$ cat src/rtl/conv_window_gen.sv
// conv_window_gen: streaming 3x3 window generator for the convolution MAC.
// It takes a raster-order pixel stream, keeps the two previous rows in line
// buffers, and emits every fully populated 3x3 window through a valid/ready
// output. No padding is applied.
// Optional macro WIN_COORD_EN adds the win_row/win_col centre-coordinate outputs.
module conv_window_gen #(
  parameter int unsigned IMG_W = 8,
  parameter int unsigned IMG_H = 8,
  parameter int unsigned PIX_W = 8
) (
  input  logic             clk,
  input  logic             rst,
  input  logic [PIX_W-1:0] in_pix,
  input  logic             in_valid,
  output logic             in_ready,
  output logic [PIX_W-1:0] px0,
  output logic [PIX_W-1:0] px1,
  output logic [PIX_W-1:0] px2,
  output logic [PIX_W-1:0] px3,
  output logic [PIX_W-1:0] px4,
  output logic [PIX_W-1:0] px5,
  output logic [PIX_W-1:0] px6,
  output logic [PIX_W-1:0] px7,
  output logic [PIX_W-1:0] px8,
  output logic             out_valid,
  input  logic             out_ready,
  output logic             out_last
`ifdef WIN_COORD_EN
  ,
  output logic [$clog2(IMG_H)-1:0] win_row,
  output logic [$clog2(IMG_W)-1:0] win_col
`endif
);

  localparam int unsigned CW = $clog2(IMG_W);
  localparam int unsigned RW = $clog2(IMG_H);

  // Raster position of the next pixel to be accepted.
  logic [CW-1:0] c_q, c_d;
  logic [RW-1:0] r_q, r_d;

  // Line buffers: lb1 holds row r-1, lb2 holds row r-2 (indexed by column).
  logic [PIX_W-1:0] lb1_q [0:IMG_W-1];
  logic [PIX_W-1:0] lb2_q [0:IMG_W-1];

  // Two stored columns of the shift window; element [2]=top, [1]=mid, [0]=bottom.
  logic [2:0][PIX_W-1:0] col0_q, col0_d;
  logic [2:0][PIX_W-1:0] col1_q, col1_d;
  logic [2:0][PIX_W-1:0] new_col_c;

  // Presented window; element k drives pxk.
  logic [8:0][PIX_W-1:0] win_q, win_d;
  logic                  out_valid_q, out_valid_d;
  logic                  out_last_q, out_last_d;

  logic accept_c;
  logic emit_c;
  logic frame_end_c;
  logic col_end_c;
  logic row_end_c;

`ifdef WIN_COORD_EN
  logic [RW-1:0] win_row_q, win_row_d;
  logic [CW-1:0] win_col_q, win_col_d;
`endif

  // Handshake and position decode.
  always_comb begin
    in_ready    = !out_valid_q || out_ready;
    accept_c    = in_valid && in_ready;
    col_end_c   = (c_q == CW'(IMG_W - 1));
    row_end_c   = (r_q == RW'(IMG_H - 1));
    emit_c      = (r_q >= RW'(2)) && (c_q >= CW'(2));
    frame_end_c = col_end_c && row_end_c;
    new_col_c   = {lb2_q[c_q], lb1_q[c_q], in_pix};
  end

  // Next-state for counters, shift window and output window.
  always_comb begin
    c_d         = c_q;
    r_d         = r_q;
    col0_d      = col0_q;
    col1_d      = col1_q;
    win_d       = win_q;
    out_valid_d = out_valid_q;
    out_last_d  = out_last_q;
`ifdef WIN_COORD_EN
    win_row_d   = win_row_q;
    win_col_d   = win_col_q;
`endif
    if (out_valid_q && out_ready) begin
      out_valid_d = 1'b0;
      out_last_d  = 1'b0;
    end
    if (accept_c) begin
      col0_d      = col1_q;
      col1_d      = new_col_c;
      out_valid_d = emit_c;
      out_last_d  = emit_c && frame_end_c;
      if (emit_c) begin
        win_d = {new_col_c[0], col1_q[0], col0_q[0],
                 new_col_c[1], col1_q[1], col0_q[1],
                 new_col_c[2], col1_q[2], col0_q[2]};
`ifdef WIN_COORD_EN
        win_row_d = r_q - RW'(1);
        win_col_d = c_q - CW'(1);
`endif
      end
      if (col_end_c) begin
        c_d = '0;
        r_d = row_end_c ? '0 : r_q + RW'(1);
      end else begin
        c_d = c_q + CW'(1);
      end
    end
  end

  // Control and window registers.
  always_ff @(posedge clk or posedge rst) begin
    if (rst) begin
      c_q         <= '0;
      r_q         <= '0;
      col0_q      <= '0;
      col1_q      <= '0;
      win_q       <= '0;
      out_valid_q <= 1'b0;
      out_last_q  <= 1'b0;
`ifdef WIN_COORD_EN
      win_row_q   <= '0;
      win_col_q   <= '0;
`endif
    end else begin
      c_q         <= c_d;
      r_q         <= r_d;
      col0_q      <= col0_d;
      col1_q      <= col1_d;
      win_q       <= win_d;
      out_valid_q <= out_valid_d;
      out_last_q  <= out_last_d;
`ifdef WIN_COORD_EN
      win_row_q   <= win_row_d;
      win_col_q   <= win_col_d;
`endif
    end
  end

  // Line-buffer RAMs: one read and one write per accept, contents not reset.
  always_ff @(posedge clk) begin
    if (accept_c) begin
      lb2_q[c_q] <= lb1_q[c_q];
      lb1_q[c_q] <= in_pix;
    end
  end

  // Output mapping.
  always_comb begin
    px0       = win_q[0];
    px1       = win_q[1];
    px2       = win_q[2];
    px3       = win_q[3];
    px4       = win_q[4];
    px5       = win_q[5];
    px6       = win_q[6];
    px7       = win_q[7];
    px8       = win_q[8];
    out_valid = out_valid_q;
    out_last  = out_last_q;
`ifdef WIN_COORD_EN
    win_row   = win_row_q;
    win_col   = win_col_q;
`endif
  end

endmodule

$ cat config.mk
export PLATFORM = sky130hd
export DESIGN_NAME = conv_window_gen
export DESIGN_NICKNAME = d
export VERILOG_FILES = /design/src/rtl/conv_window_gen.sv
export SDC_FILE = /design/constraint.sdc
export NUM_CORES = 1
export LEC_CHECK = 0
export BUFFER_PORTS_ARGS = -buffer_cell sky130_fd_sc_hd__buf_2
export CAP_MARGIN = 30
export CORE_MARGIN = 4
export CORE_UTILIZATION = 53
export DETAILED_ROUTE_END_ITERATION = 8
export PLACE_DENSITY = 0.8
export SKIP_LAST_GASP = 1
export SLEW_MARGIN = 25
export SYNTH_ARGS = -nofsm -noshare
export SYNTH_HDL_FRONTEND = slang
export SYNTH_SLANG_ARGS = --single-unit
$ cat constraint.sdc
create_clock -name clk -period 3.4 [get_ports clk]
set_clock_uncertainty 0.05 [all_clocks]
set_input_delay 0.17 -clock clk [delete_from_list [all_inputs] [get_ports clk]]
set_output_delay 0.17 -clock clk [all_outputs]
set_load 0.01 [all_outputs]
Yosys cells after proc, flatten, opt, wreduce, memory -nomap -nowiden
Memory sizes are Yosys's and may differ from the RTL's. Cells that the tools add are included.

Bits in registers: 128. RAM bits: 128. Input port bits: 12. Output and inout port bits: 75. Memories: 2.

Add/sub/neg operators: 2. $lt $le $gt $ge: 2. Equal/unequal tests: 2. Mux-type cells: 7. Reduce and logical (&&, ||, !) cells: 10.

Memories: lb1_q (depth 8, width 8, read ports 1, clocked after Yosys merged registers in 0, write ports 1, line 43) `logic [PIX_W-1:0] lb1_q [0:IMG_W-1];`; lb2_q (depth 8, width 8, read ports 1, clocked after Yosys merged registers in 0, write ports 1, line 44) `logic [PIX_W-1:0] lb2_q [0:IMG_W-1];`.

Operator list (count): $add 3x1->3 const B (2); $eq 3x3->1 const B (2); $ge 3x2->1 const B (2); $mux 3 (2); $logic_and 1x1->1 (5); $mux 1 (5); $reduce_and 2->1 (2); $reduce_bool 2->1 (1); $logic_not 1->1 (1); $logic_or 1x1->1 (1).

Depth between registers and ports, before layout
Gate-level depths: netlist of the first run.

Depth in word-level cells: 5. Depth in mapped cells: 7. Gate-level depth less buffers: 5.

Worst setup path before layout of the first run
OpenSTA, ideal clock, no wires.

Path kind: reg-to-reg. Start: reg out_valid_q (netlist: out_valid). End: mem lb1_q[0][0], enable pin. Arrival time: 2.214 ns. Data required time: 2.941 ns. Setup slack: 0.726 ns. Stages on the path, launching flop included: 6. Buffers on the path: 2. Clock period less this slack: 2.674 ns. Cells stage by stage: dfrtp_1 nand2b_1 buf_2 nand2_1 buf_2 nor3_1.

Cells in the longest elaborated chain, start to end: 5.

RTL lines: start: declaration (line 53) `logic out_valid_q, out_valid_d;`; start signal: assignment (line 138) `out_valid_q <= out_valid_d;`; $logic_not 1->1 (line 69) `in_ready = !out_valid_q || out_ready;`; $logic_or 1x1->1 (line 69); $logic_and 1x1->1 (line 70) `accept_c = in_valid && in_ready;`; $mux 1 (line 149) `if (accept_c) begin`; $mux 1 (not written as such) (line 151) `lb1_q[c_q] <= in_pix;`; end: declaration (line 43).

No other way between the ends.

Worst setup path after layout of the first run
Start: reg c_q[0]. End: reg win_q, in the netlist px1[0].

Cells in the longest elaborated chain, start to end: 3.

RTL lines: start: declaration (line 39) `logic [CW-1:0] c_q, c_d;`; start signal: assignment (line 121) `c_q <= '0;`; start signal: assignment (line 133) `c_q <= c_d;`; $ge 3x2->1 (line 73) `emit_c = (r_q >= RW'(2)) && (c_q >= CW'(2));`; $logic_and 1x1->1 (line 73); $reduce_and 2->1 (no line); end signal: assignment (line 137) `win_q <= win_d;`; end: declaration (line 52) `logic [8:0][PIX_W-1:0] win_q, win_d;`.

No other way between the ends. A chain may end at the register's enable or synchronous reset.

==> results by group, run 1 <==
Critical path
  – Reg2reg path depth: 5
  – Worst-path fanout max: 45
  – CP endpoint kind: flop
  – R2R setup slack: 0.74 ns
  – Critical path arrival: roughly 3 ns
  – Setup CP Type: flop to flop
  – Reg2Reg Launch Point: c_q[0]
  – Critical R2R Capture: px1[0]
  – Critical Path RT: 3.75 ns
  – Critical Path Start Type: flop

Yosys
  – Syn Area/Cell: approximately 19 um2
  – Post-synth top area share: a little under two fifths
  – Number of synthesized register bits: ~260
  – Main combinational cell family by area after synthesis: multiplexers
  – Post-synthesis compound-gate area fraction: around 2.3%
  – Post-synthesis mux area share: around 22%
  – Adder-Cell Fraction of Synth Area: 0.748%
  – Synth Instances: ~540
  – Synthesized netlist net count: between 500 and 600
  – Number of synthesis warnings: 0
  – Top post-synthesis cells by area: edfxtp_1 (38%), dfrtp_1 (32%), mux4_2 (7.2%)
  – EDFF count, synth: approximately 130
  – Netlist cell types: 27
  – Post-synth top cells: dfrtp_1 (128), edfxtp_1 (128), mux2_2 (49), mux2_4 (40), a21oi_1 (34)
  – Seq/Total Area, Yosys: between 70 and 80%
  – Post-synth top area cell: edfxtp_1
  – Ys flop type: edfxtp_1
  – Async S/R FF share, synth: about half
  – Synth Area in Simple Gates: between 1 and 1.5%
  – Post-synthesis xor/xnor area fraction: 0%
  – Synthesized area: 10000 um2

Clocking
  – Sink Count: 256
  – Latest clock arrival within the worst-skew pair: around 0.53 ns
  – TritonCTS clock tree: yes
  – Clock transition at path regs: 0.06 ns
  – H-tree levels: 1
  – Post-CTS Setup Inserts: 0
  – Root Driver: clkbuf_16
  – Num CTS Buffers: 26
  – Clk buf depth: 3

Drt
  – Via count: ~5100
  – Vias per inst: between 5 and 6
  – 1st-iter DRT viols: ~370
  – DRT antenna net count: 0
  – Post-Route WL: 19.3 mm
  – First drt pass iteration count: 5
  – Remaining DRCs: 0
  – DR WL/cell: 21.3 um

Power
  – Clock group share of total power: between 20 and 25%
  – Leakage: ~4.8 nW
  – VDD IR max: approximately 0.46 mV
  – Seq pwr share: a little over two fifths
  – Internal Dissipation: about 8 mW
  – Cell Pwr Density: between 900 and 1000 nW/um2
  – Logic pwr share: about a third
  – Sw Ratio: a little under a third
  – Switching power: approximately 3.6 mW

STA
  – Crit path time final: 2.66 ns
  – F_max: between 300 and 400 MHz
  – Crit share post-route: 78.4%
  – RSZ-0062 raised after global routing: no
  – Final TNS setup: 0 ns
  – Slew HR: 42.1%
  – Final worst slack: ~0.74 ns
  – Final hold vios: 0
  – Worst Max-Slew Pin Slew: between 0.8 and 0.9 ns
  – Final setup violation count: 0
  – Final slew viol count: 0

Floorplanning
  – Io pins: a little under 90
  – Die Height: around 150 um
  – Die X: about 150 um
  – FP Rows: 50
  – Core area: about 19000 um2
  – Die Area: 21200 um2
  – Starting Density: 53.8%

Run status
  – Status: completed

GRT
  – Initial antenna violation count: 0
  – Grt total ovfl: 0
  – Global-route total usage across every layer: roughly a fifth
  – Via count of the first global-routing pass: around 5600
  – First-pass GRT wire length: 31.5 mm
  – Largest net degree at the start of global routing: 47

Layout
  – Area grow syn2layout: 16.5%
  – # nets final: roughly 670
  – Diode count: 0
  – Layout cells sized above 1: between 40% and 50%
  – Fillers: about 1300

Place
  – Pre-CTS setup slack: approximately 0.78 ns
  – DP Wirelength: around 12 mm
  – I/O Buffers: 86
  – Gp weighted congestion: 0.732

Job
  – Max-cap violation count: 0

Hold path
  – Hold/Removal Path Class: input port to asynchronous set/reset pin
[placed cells by master, fill, tap and decap left out, types with 3 or more instances in the layout]
cell and count:
nor3_2 4, a21oi_1 34, clkbuf_1 7, nor2_1 6
dlygate4sd3_1 9, mux2i_1 32, clkbuf_8 3, ha_1 6
mux4_2 32, inv_1 26, nand3_1 3, dfrtp_1 127
nand2_1 4, buf_2 86, buf_4 20, mux2_4 40
edfxtp_1 128, clkinvlp_4 3, mux2_2 49, buf_12 3
clkbuf_16 27, nand2b_1 3
[logic make-up after synthesis]
| logic type | Yosys count |
|---|---|
| muxes | 155 |
| adders and majority gates | 6 |
| AOI/OAI and AO/OA | 40 |
| and+or+nand+nor | 23 |
| buffers and inverters | 57 |
| DFF | 256 |
[stage by stage]
stage | area [um2] | power (mW) | hold slack (ns) | std cells | utilization [%]
after floorplan | 10000 | 7.72 | 0.219 | 537 | -
after global placement | 10700 | 8.66 | 0.343 | 849 | 57.5
after detailed placement | 10700 | 8.87 | 0.355 | 849 | 57.5
after CTS | 11700 | 11.8 | 0.115 | 906 | 62.6
after global routing | 11700 | 12.3 | 0.106 | 907 | 62.7
final | 11700 | 11.6 | 0.0867 | 907 | 62.7
[power by group through the flow]
stage / Clock (mW) / Sequential [mW] / Combinational [mW]
floorplan: 0 / 5.11 / 2.62
global placement: 0 / 5.08 / 3.58
detailed placement: 0 / 5.15 / 3.72
CTS: 2.87 / 5.11 / 3.77
global route: 3.02 / 5.23 / 4.02
finish: 2.81 / 5.10 / 3.72
[layer usage]
metal / vias to the layer above / GRT usage [%] / part of all wire (%)
li1: 2246 / - / -
met3: 34 / 3.36 / 6.3
met2: 192 / 31.4 / 49
met1: 2642 / 25.6 / 43
met4: 0 / 4.56 / 1.7
met5: - / 0 / 0
[sequential cells by signal, summed over array words and instances (netlist names)]
signal     count
c_q            3
px2            8
px7            8
px4            8
out_valid      1
lb1_q         64
out_last       1
col0_q        24
r_q            3
px6            8
px0            8
px5            8
px8            8
px1            8
px3            8
col1_q        24
lb2_q         64
[layout make-up]
| type | instances | area, um2 | share of cell area [%] |
|---|---|---|---|
| flip-flops and latches | 256 | 7050 | 60.3 |
| clock inverters | 11 | 124 | 1.06 |
| inverters | 27 | 105 | 0.899 |
| clock buffers | 37 | 743 | 6.35 |
| multi-input cells | 224 | 2650 | 22.7 |
| well taps | 234 | 293 | 2.50 |
| repair buffers | 118 | 731 | 6.25 |
[critical path, stage by stage, from the launching register on]
cell and delay [ns]:
dfrtp_2 0.80, inv_1 0.13, ha_1 0.26, o2111ai_4 0.21, buf_4 0.59, mux2_2 0.41
[worst max-delay path by stage]
stage                     startpoint          end  slack (ns)  depth (start not counted)
after detailed placement      c_q[0]       px1[5]        0.78                          5
after CTS                     c_q[0]       px1[5]        0.73                          5
final                         c_q[0]       px1[0]        0.74                          5
after floorplan            out_valid  lb1_q[0][0]        0.73                          5
after global placement        c_q[0]       px1[1]        0.85                          5
after global routing          c_q[0]  lb2_q[7][1]        0.51                          4
[repair_timing]
item	CTS	global route
hold buffers	9	0
endpoints found under the hold margin	118	0
resized for setup	0	0
No activity file was read; power rests on OpenSTA's default activity.
==> inputs of run 2 (changes only) <==
==> constraint.sdc (replaced) <==
create_clock -name clk -period 2.4 [get_ports clk]
set_clock_uncertainty 0.05 [all_clocks]
set_input_delay 0.12 -clock clk [delete_from_list [all_inputs] [get_ports clk]]
set_output_delay 0.12 -clock clk [all_outputs]
set_load 0.01 [all_outputs]
==> results by group, run 2 (same netlist as run 1, synthesis figures left out) <==
GRT
  – First-pass GRT wire length: 31.4 mm (-0.24%)
  – Via count of the first global-routing pass: 5576 (-0.16%)
  – Initial antenna violation count: 0 (unchanged)
  – Global-route total usage across every layer: 18.5% (-0.13 points)
  – Largest net degree at the start of global routing: 60 (+28%)
  – Grt total ovfl: 0 (unchanged)

Job
  – Max-cap violation count: 0 (unchanged)

Power
  – Logic pwr share: 34.2% (+2.2 points)
  – Seq pwr share: 42.0% (-1.9 points)
  – Leakage: 4.91 nW (+2.2%)
  – Switching power: 5.17 mW (+43%)
  – Internal Dissipation: 11.6 mW (+45%)
  – Cell Pwr Density: 1420 nW/um2 (+42%)
  – Sw Ratio: 30.7% (-0.32 points)
  – VDD IR max: 0.755 mV (+65%)
  – Clock group share of total power: 23.8% (-0.4 points)

Critical path
  – Critical Path Start Type: flop
  – Delay of the slowest cell on the worst path: 0.55 ns (-0.25 ns)
  – CP endpoint kind: flop
  – Critical path arrival: 2.40 ns (-0.61 ns)
  – Worst-path fanout max: 8 (-82%)
  – Critical Path RT: 2.55 ns (-1.20 ns)
  – Critical path, cell by cell: buf_4 > mux4_2 > mux2i_1 > inv_1
  – Worst Path Buf+Inv: 2 (unchanged)
  – Setup CP Type: flop to flop
  – Delay-heaviest family, CP: multiplexers
  – CP max-delay cell: mux4_2

Drt
  – Remaining DRCs: 0 (unchanged)
  – Vias per inst: 5.56 (-1.5%)
  – Metal3 WL: 935 um (-23%)
  – WL met1: 8.27 mm (about the same)
  – Via count: 5123 (+0.18%)
  – First drt pass iteration count: 4 (-1)
  – DR WL/cell: 20.9 um (-2.0%)
  – DRT antenna net count: 0 (unchanged)
  – WL met2: 9.67 mm (+1.6%)
  – Post-Route WL: 19.3 mm (-0.38%)
  – Top Layer Used: met4
  – 1st-iter DRT viols: 313 (-16%)

Layout
  – Diode count: 0 (unchanged)
  – # nets final: 686 (+2.2%)
  – Design Area, Final: 11900 um2 (+1.5%)
  – Top flop regs: lb1_q: 64 flops, lb2_q: 64 flops
  – Commonest non-fill, non-tap cells in the layout: edfxtp_1 (128), dfrtp_1 (127), buf_2 (86), mux2_2 (49), mux2_4 (40)
  – Layout cells sized above 1: 42.7% (+1.6 points)
  – Area grow syn2layout: 18.3%
  – Fillers: 1255 (-1.8%)
  – Commonest non-fill, non-tap cell in the layout: edfxtp_1

Run status
  – Status: completed

Floorplanning
  – Io pins: 87 (unchanged)
  – Die Height: 146 um (unchanged)
  – Starting Density: 53.8% (unchanged)
  – Core area: 18600 um2 (unchanged)
  – Die X: 146 um (unchanged)
  – Die Area: 21200 um2 (unchanged)
  – FP Rows: 50 (unchanged)

STA
  – F_max: 445 MHz (+18%)
  – Final hold vios: 0 (unchanged)
  – Worst Max-Slew Pin Slew: 0.479 ns (-0.390 ns)
  – Final TNS setup: 0 ns (unchanged)
  – RSZ-0062 raised after global routing: no
  – Crit path time final: 2.25 ns (-0.415 ns)
  – Final setup violation count: 0 (unchanged)
  – Crit share post-route: 93.7% (+15 points)
  – Final slew viol count: 0 (unchanged)
  – Slew HR: 67.2% (+25 points)

Place
  – Gp weighted congestion: 0.739 (+0.89%)
  – Area after DPL: 10900 um2 (+1.8%)
  – DP Wirelength: 12.2 mm (+1.3%)
  – I/O Buffers: 86 (unchanged)

Clocking
  – Clk buf depth: 3 (unchanged)
  – Root Driver: clkbuf_16
  – # hold bufs at CTS: 9 (unchanged)
  – CTS resizes: 0 (unchanged)
  – Num CTS Buffers: 26 (unchanged)
  – Post-CTS Setup Inserts: 0 (unchanged)
  – Clock transition at path regs: 0.06 ns (about the same)
  – H-tree levels: 1 (unchanged)
  – Latest clock arrival within the worst-skew pair: 0.51 ns (-0.02 ns)
  – Sink Count: 256 (unchanged)
  – TritonCTS clock tree: yes

Hold path
  – Hold/Removal Path Class: input port to flop
[run 2: changes by cell type in the layout (fill, tap and decap cells not counted), moves of 2 or more]
cell | previous run | this run
clkbuf_8 | 3 | 0
clkinv_2 | 2 | 5
buf_4 | 20 | 30
clkbuf_16 | 27 | 29
buf_12 | 3 | 8
[run 2: routing by layer]
| metal | global-route usage, % | vias to the layer above |
|---|---|---|
| met5 | 0 | - |
| met2 | 31.3 | 142 |
| met1 | 25.3 | 2674 |
| li1 | - | 2277 |
| met3 | 3.08 | 30 |
| met4 | 5.08 | 0 |
[run 2: cell type report]
type,count,area (um2),share of cell area (%)
Tap cell,234,293,2.47
Multi-Input combinational cell,224,2650,22.3
Sequential cell,256,7050,59.4
Inverter,27,105,0.885
Timing Repair Buffer,133,906,7.63
Clock inverter,12,115,0.969
Clock buffer,36,756,6.36
[run 2: worst reg2reg max path, cell delays in order, from the launching register on]
cell and delay [ns]:
dfrtp_2 0.44, buf_4 0.22, mux4_2 0.55, mux2i_1 0.42, inv_1 0.26
[run 2: stage by stage]
stage               total power [mW]  std cells  hold WS, ns  worst slack, ns  utilization (%)
CTS                             17.0        922       0.0101            0.178             63.7
global route                    17.7        922       0.0369            0.112             63.7
floorplan                       10.9        537        0.169           -0.274                -
detailed placement              12.9        865       0.0741            0.228             58.5
finish                          16.8        922       0.0345            0.151             63.7
global placement                12.6        865       0.0714            0.298             58.5
[run 2: power groups by stage]
stage	sequential, mW	clock (mW)	combinational, mW
6_report	7.06	4.00	5.75
3_3_place_gp	7.01	0	5.54
2_1_floorplan	7.23	0	3.71
3_5_place_dp	7.13	0	5.75
4_1_cts	7.07	4.08	5.82
5_1_grt	7.22	4.27	6.21
[run 2: worst paths after layout]
check	end	slack (ns)	start	depth (start not counted)
setup / recovery	lb2_q[2][2]	0.15	c_q[0]	4
hold / removal	col1_q[14]	0.03	in_valid	3
setup reg to reg	lb2_q[2][2]	0.15	c_q[0]	4
hold reg to reg	out_last	0.45	out_last	1
max in group asynchronous	col1_q[0]	1.61	rst	4
min in group asynchronous	px5[7]	0.08	rst	3
==> inputs of run 3 (changes only) <==
--- a/config.mk
+++ b/config.mk
@@ -7,6 +7,7 @@
 export LEC_CHECK = 0
 export BUFFER_PORTS_ARGS = -buffer_cell sky130_fd_sc_hd__buf_2
 export CAP_MARGIN = 30
+export CORE_ASPECT_RATIO = 1.4
 export CORE_MARGIN = 4
 export CORE_UTILIZATION = 53
 export DETAILED_ROUTE_END_ITERATION = 8
==> results by group, run 3 (same netlist as run 1, synthesis figures left out) <==
Drt
  – First drt pass iteration count: 4 (unchanged)
  – DRT antenna net count: 0 (unchanged)
  – 1st-iter DRT viols: 449 (+43%)
  – Post-Route WL: 19.4 mm (+0.54%)
  – Via count: 5054 (-1.3%)
  – Remaining DRCs: 0 (unchanged)
  – DR WL/cell: 20.9 um (+0.11%)
  – Vias per inst: 5.46 (-1.8%)

Floorplanning
  – Die Height: 171 um (+17%)
  – Io pins: 87 (unchanged)
  – Core area: 18600 um2 (-0.22%)
  – FP Rows: 59 (+18%)
  – Die Area: 21200 um2 (+0.15%)
  – Die X: 124 um (-15%)
  – Starting Density: 54.0% (+0.12 points)

Job
  – Max-cap violation count: 0 (unchanged)

GRT
  – Via count of the first global-routing pass: 5514 (-1.1%)
  – Grt total ovfl: 0 (unchanged)
  – Initial antenna violation count: 0 (unchanged)
  – Global-route total usage across every layer: 18.6% (+0.13 points)
  – Largest net degree at the start of global routing: 81 (+35%)
  – First-pass GRT wire length: 31.3 mm (-0.33%)

Place
  – I/O Buffers: 86 (unchanged)
  – Area after DPL: 10900 um2 (+0.11%)
  – Placed Cells: 875 (+1.2%)
  – DP Wirelength: 12.8 mm (+5.1%)
  – Gp weighted congestion: 0.779 (+5.5%)

Clocking
  – Root Driver: clkbuf_16
  – Clock transition at path regs: 0.07 ns (about the same)
  – TritonCTS clock tree: yes
  – Latest clock arrival within the worst-skew pair: 0.50 ns (about the same)
  – Clk buf depth: 3 (unchanged)
  – H-tree levels: 1 (unchanged)
  – Sink Count: 256 (unchanged)
  – Num CTS Buffers: 23 (-12%)

Critical path
  – CP endpoint kind: flop
  – Worst-path fanout max: 13 (+5)
  – Critical Path RT: 2.56 ns (about the same)
  – Critical path arrival: 2.36 ns (-0.04 ns)
  – Critical Path Start Type: flop
  – Setup CP Type: flop to flop

Power
  – Cell Pwr Density: 1400 nW/um2 (-0.99%)
  – PnR Total Power: 16.5 mW (-1.6%)
  – VDD IR max: 0.614 mV (-19%)
  – Leakage: 4.86 nW (-1.2%)

Layout
  – Fillers: 1248 (-0.56%)
  – Top flop regs: lb1_q: 64 flops, lb2_q: 64 flops
  – Commonest non-fill, non-tap cells in the layout: edfxtp_1 (128), dfrtp_1 (127), buf_2 (86), mux2_2 (49), mux2_4 (40)
  – Design Area, Final: 11800 um2 (-0.61%)
  – Area grow syn2layout: 17.6%
  – # nets final: 684 (-0.29%)
  – Diode count: 0 (unchanged)
  – Commonest non-fill, non-tap cell in the layout: edfxtp_1
  – Final Non-Filler Cells: 926 (+0.43%)
  – Layout cells sized above 1: 41.9% (-0.80 points)

STA
  – Crit path time final: 2.20 ns (-0.0471 ns)
  – Final setup violation count: 0 (unchanged)
  – Worst Max-Slew Pin Slew: 0.490 ns (+0.0108 ns)
  – RSZ-0062 raised after global routing: no
  – Slew HR: 67.4% (+0.19 points)
  – F_max: 454 MHz (+2.1%)
  – Crit share post-route: 91.7% (-2.0 points)
  – Final hold vios: 0 (unchanged)
  – Worst hold-check slack: 0.0577 ns (+0.0232 ns)
  – Final slew viol count: 0 (unchanged)

Hold path
  – Hold/Removal Path Class: input port to asynchronous set/reset pin

Run status
  – Status: completed
run 3: cell type report:
type	count	area, um2	share of cell area (%)
tap	244	305	2.59
inverter	27	105	0.891
clock buffer	26	597	5.06
multi-input combinational	224	2660	22.5
timing repair buffer	134	916	7.76
clock inverter	15	175	1.48
sequential	256	7050	59.7
run 3: what timing repair did:
action,CTS,global route
endpoints found under the hold margin,209,0
buffers inserted,0,0
hold buffers,10,0
setup endpoints to repair,0,8
resized for setup,0,1
run 3: through the flow:
stage          TNS, ns  utilization [%]  setup WS [ns]
2_1_floorplan   -17.51                -         -0.274
3_3_place_gp         0             58.7          0.145
3_5_place_dp         0             58.7          0.138
4_1_cts              0             63.4          0.106
5_1_grt              0             63.4         0.0745
6_report             0             63.4          0.198
run 3: path summary, 6_finish.rpt:
path | start | slack [ns] | cells after the start | to
max | c_q[0] | 0.20 | 4 | lb2_q[4][0]
min | rst | 0.06 | 3 | px3[7]
max reg2reg | c_q[0] | 0.20 | 4 | lb2_q[4][0]
min reg2reg | col0_q[19] | 0.44 | 1 | px0[3]
max in group asynchronous | rst | 1.50 | 4 | px8[5]
min in group clk | out_ready | 0.21 | 4 | col1_q[10]
run 3: critical path, cell delays in order, from the launching register on:
cell     delay, ns
dfrtp_2       0.57
buf_12        0.21
mux4_2        0.51
mux2i_1       0.34
inv_1         0.22
run 3: where the power goes:
part / total (mW) / switching (mW) / internal [mW]
logic: 5.69 / 2.77 / 2.92
clock network: 3.75 / 1.53 / 2.22
registers: 7.11 / 0.788 / 6.32
total: 16.5 / 5.09 / 11.5
run 3: per-layer routing:
metal	share of wire (%)	GRT usage (%)
met1	37	22.3
met2	55	34.5
met3	5.2	2.31
met4	3.4	7.34
met5	0	0
